`src/rtl/dcw_sampler_pkg.sv`:
```
// Shared width constants for the DTC control word, also used by the digital
// loop and the behavioural DTC model.
package dcw_sampler_pkg;

  localparam int DTC_L  = 12;
  localparam int MSB_L  = 3;
  localparam int TEMP_L = (1 << MSB_L) - 1;
  localparam int BIN_L  = DTC_L - MSB_L;

  // One pipeline stage: the raw word and its thermometer decode travel together.
  typedef struct packed {
    logic [TEMP_L-1:0] temp;
    logic [DTC_L-1:0]  word;
  } dcw_stage_t;

endpackage

```
`src/rtl/dcw_sampler_therm_dec.sv`:
```
// Combinational MSB-to-thermometer decoder: bit i is set when the input value exceeds i.
module therm_dec #(
  parameter int MSB_W  = 3,
  parameter int TEMP_W = (1 << MSB_W) - 1
) (
  input  logic [MSB_W-1:0]  bin_i,
  output logic [TEMP_W-1:0] therm_o
);

  for (genvar i = 0; i < TEMP_W; i++) begin : g_bit
    assign therm_o[i] = (bin_i > MSB_W'(i));
  end

endmodule

```
`src/rtl/dcw_sampler.sv`:
```
// Samples the DTC control word on REFDTC and presents the registered word plus
// its thermometer/binary segments, all taken directly from the last flop stage.
module dcw_sampler
  import dcw_sampler_pkg::*;
#(
  parameter int PIPE = 1
) (
  input  logic              REFDTC,
  input  logic              SPI_NARST,
  input  logic [DTC_L-1:0]  DCWIN,
  output logic [DTC_L-1:0]  DCWOUT,
  output logic [TEMP_L-1:0] LOOP_TEMP_CODE,
  output logic [BIN_L-1:0]  LOOP_BINARY_OUT
);

  logic [TEMP_L-1:0] temp_in;

  therm_dec #(
    .MSB_W  (MSB_L),
    .TEMP_W (TEMP_L)
  ) u_therm_dec (
    .bin_i   (DCWIN[DTC_L-1:BIN_L]),
    .therm_o (temp_in)
  );

  // Decoding ahead of the first register keeps every output bit a bare flop Q.
  dcw_stage_t stage_d [PIPE];
  dcw_stage_t stage_q [PIPE];

  always_comb begin
    stage_d[0] = '{temp: temp_in, word: DCWIN};
    for (int i = 1; i < PIPE; i++) begin
      stage_d[i] = stage_q[i-1];
    end
  end

  always_ff @(posedge REFDTC or negedge SPI_NARST) begin
    if (!SPI_NARST) begin
      for (int i = 0; i < PIPE; i++) begin
        stage_q[i] <= '0;
      end
    end else begin
      for (int i = 0; i < PIPE; i++) begin
        stage_q[i] <= stage_d[i];
      end
    end
  end

  assign DCWOUT          = stage_q[PIPE-1].word;
  assign LOOP_TEMP_CODE  = stage_q[PIPE-1].temp;
  assign LOOP_BINARY_OUT = stage_q[PIPE-1].word[BIN_L-1:0];

endmodule

```
`config.mk`:
```
export PLATFORM = sky130hd
export DESIGN_NAME = dcw_sampler
export DESIGN_NICKNAME = d
export VERILOG_FILES = /design/src/rtl/dcw_sampler_pkg.sv /design/src/rtl/dcw_sampler_therm_dec.sv /design/src/rtl/dcw_sampler.sv
export SDC_FILE = /design/constraint.sdc
export NUM_CORES = 1
export LEC_CHECK = 0
export CORE_UTILIZATION = 35
export DETAILED_ROUTE_END_ITERATION = 6
export PLACE_DENSITY = 0.81
export SYNTH_ARGS = -nofsm -noshare
export SYNTH_HDL_FRONTEND = slang
export SYNTH_SLANG_ARGS = --single-unit
export TNS_END_PERCENT = 50
```
`constraint.sdc`:
```
create_clock -name REFDTC -period 0.89 [get_ports REFDTC]
set_clock_uncertainty 0.1 [all_clocks]
set_input_delay 0.089 -clock REFDTC [delete_from_list [all_inputs] [get_ports REFDTC]]
set_output_delay 0.089 -clock REFDTC [all_outputs]
set_load 0.005 [all_outputs]
```
# After elaboration in Yosys (flattened, before gate mapping)
# Cells that the tools add are included.
# Widths: inputs -> output; s select.
[totals] reg_bits=19 in_bits=14 output_inout_bits=28 word_cells=9
[op_classes] magnitude_cmp=7
[ops] op="$gt 3x3->1 const B" n=3
[ops] op="$gt 3x1->1 const B" n=2
[ops] op="$gt 3x2->1 const B" n=2

# Longest topological paths before layout
[depth] depth_word=1 depth_mapped=1 mapped_depth_nobuf=1

# Modules after synthesis
# From an unflattened synthesis, not the netlist that was laid out.
[hier_totals] cells_unflattened=35 area_unflattened_um2=590.6
[by_module_without_submodules] module="dcw_sampler" instances=1 cells_per_inst=28 area_each_um2=543.0 seq_area_each_um2=475.5
[by_module_without_submodules] module="therm_dec" instances=1 cells_per_inst=7 area_each_um2=47.5 seq_area_each_um2=0.0

# Worst setup path before layout
# Ideal clock, no wire load.
[synth_timing] path_type="register to output" from="register stage_q (netlist bit DCWOUT[0])" to="output LOOP_BINARY_OUT[0]" arrival_ps=498 required_ps=701 path_slack_ps=203 path_stages_with_launch=2 path_buffers=1 path_cell_list="dfrtp_1 -> buf_4"
[synth_rtl] element="start: declaration" line="dcw_sampler.sv:28" source="dcw_stage_t stage_q [PIPE];"
[synth_rtl] element="start signal: indexed assignment" line="dcw_sampler.sv:44" source="stage_q[i] <= stage_d[i];"
[synth_rtl] element="end: declaration" line="dcw_sampler.sv:13" source="output logic [BIN_L-1:0] LOOP_BINARY_OUT"
# No word-level cell between the ends.

# Final worst setup path
[layout_timing] from="register stage_q (netlist bit DCWOUT[6])" to="output DCWOUT[6]"
[layout_rtl] element="end: declaration" line="dcw_sampler.sv:11" source="output logic [DTC_L-1:0] DCWOUT,"
# No word-level cell between the ends.

==> results.md <==
* Post-synth EDFFs at 0
* Syn_nets at 49
* Crit. path cell count at 1
* Synthesized area per cell at 16.9 um^2
* Worst rel slew slack at 0.916
* Initial Util at 0.383
* # rows at 14
* Filler cells at 144
* Power Density at 1700 nW/um^2
* Hold Path Class: in2async
* Initial antenna violation count at 0
* CP Max Fanout at 2
* Share of cells above drive strength 1 at 0.520
* Yosys top cell area share at 0.805
* WL per Instance at 10.7 um
* Via density at 4.16
* Cell Area, Synth at 591 um^2
* RSZ-0062 raised after global routing: yes
* Final WL at 978 um
* Commonest cells post-synth: dfrtp_1 (19), buf_4 (9)
* RePlAce Congestion at 0.584
* Total GRT Usage at 0.121
* Clock share of power at 0.264
* Bufs on Longest Clock Path at 2
* Drt first pass iters at 1
* Synth warn at 0
* Yosys top cell by area: dfrtp_1
* Vias in the first global route at 402
* Crit path kind: reg2out
* Sequential power share at 0.611
* Critical Path End: DCWOUT[6]
* Total power at 1.50 mW
* Fmax at 1020 MHz
* Diodes inserted at 0
* Placed Area at 1000 um^2
* CP delay by family, top: flip-flops
* # hold bufs at CTS at 0
* Cell count after synthesis at 35
* Max Slew Vio Count at 0
* Post-route core utilization at 0.575
* LEAKAGE at 0.444 nW
* Die X at 43.1 um
* H-tree levels at 1
* First-pass GRT wire length at 1.62 mm
* Final Setup Violations at 28
* Sw Share at 0.202
* Ys async rst share at 1.00
* Register area share after synthesis at 0.805
* Status: complete, but fails checks
* Period minus WS final at 979 ps
* Fin nets at 90
* Die area at 1860 um^2
* Pint at 1.20 mW
* Post-route cell area at 886 um^2
* Post-synth cell types at 9
* Post-CTS setup buffer count at 0
* Slew @ Worst Pin at 126 ps
* Crit path launch: DCWOUT[6]
* P&R area growth vs syn at 50.0%
* CP endpoint kind: output port
* Logic pwr share at 0.125
* Slowest stage delay, CP at 390 ps
* #FFs+latches synth at 19
* Post-DP HPWL at 798 um
* Port Buf Inserts at 41
* Crit path max-delay cell type: dfrtp_1
* Prevailing post-synth register cell: dfrtp_1
* CTS Sinks at 19
* CP required at 700 ps
* Period utilization at 1.10
* Crit path DAT at 790 ps
* Worst path cell trace: buf_2
* Max IR drop VDD at 0.871 mV
* CTS buffer count at 3
* Maxcap violations at 0
* Initial detailed-routing violation count at 0
* Violated checks: negative setup slack
* Switching pwr at 0.303 mW
* Remaining antenna violation count at 0
* Total gr overflow at 0
* Die Y at 43.1 um
* CTS tree: yes
* Clock transition at path regs at 90 ps
* Worst hold slack at 32.4 ps
* Count leader, synth: dfrtp_1
* Top post-synthesis cells by area: dfrtp_1 (81%), buf_4 (11%), a21o_2 (1.5%)
* Residual DRC at 0
* Setup WS post-layout at -88.8 ps
* Buf+Inv Stages, Crit Path at 1
* # IOs at 42
* Core Box Area at 1540 um^2
* DR vias at 379
* Clock root buffer: clkbuf_4
* Final-report hold violation count at 0
* Largest net degree at the start of global routing at 20
* Nature of the critical path startpoint: register
kinds of logic after synthesis:
kind of cell           Yosys count  share of synthesized area
AOI/OAI and AO/OA                2                     0.0275
buffers and inverters           10                      0.121
DFF                             19                      0.805
and+or+nand+nor                  4                     0.0466
power groups by stage:
stage,logic [mW],registers [mW],clock network (mW)
floorplan,0.0445,0.946,0
global placement,0.251,0.938,0
detailed placement,0.255,0.940,0
CTS,0.192,0.920,0.421
global route,0.207,0.924,0.463
finish,0.188,0.918,0.396
per-layer routing:
metal	routed length (um)	global-route usage
met1	317	0.119
met4	10	0.0727
met5	0	0
met3	141	0.0553
met2	509	0.206
sequential cells by signal, indices dropped and copies added, names as in the netlist:
| register | flops |
|---|---|
| DCWOUT | 12 |
| LOOP_TEMP_CODE | 7 |
timing repair:
item	in CTS	in global routing
pin swaps	0	0
setup endpoints to repair	28	28
gates resized for setup	111	0
endpoints found under the hold margin	0	0
through the flow:
step / instances / setup TNS, ps / setup WS [ps]
2_1_floorplan: 35 / 0 / 203
3_3_place_gp: 87 / -4120 / -220
3_5_place_dp: 87 / -4500 / -247
4_1_cts: 91 / -2520 / -103
5_1_grt: 91 / -3370 / -141
6_report: 91 / -2070 / -88.8
layout make-up:
| class | count | area [um^2] | area share |
|---|---|---|---|
| clock buffer | 4 | 26.3 | 0.0297 |
| multi-input combinational | 6 | 43.8 | 0.0494 |
| sequential | 19 | 475 | 0.537 |
| tap | 16 | 20.0 | 0.0226 |
| timing repair buffer | 46 | 320 | 0.362 |
placed cells by master (no fill, tap or decap):
master           count
clkbuf_1             1
a21o_2               1
o21a_1               1
clkbuf_4             3
or3_1                1
or2_1                1
buf_12               1
buf_2               28
dfrtp_1             19
clkdlybuf4s50_1     13
and2_2               1
buf_4                4
and3_2               1
worst min path at each step:
stage,start,end,slack [ps],cells past startpoint
floorplan,SPI_NARST,DCWOUT[0],-310,0
global placement,SPI_NARST,DCWOUT[11],340,2
detailed placement,SPI_NARST,DCWOUT[11],340,2
CTS,SPI_NARST,LOOP_TEMP_CODE[0],30,2
global route,SPI_NARST,DCWOUT[3],20,2
finish,SPI_NARST,LOOP_TEMP_CODE[0],30,2
(Power assumes the default switching activity.)
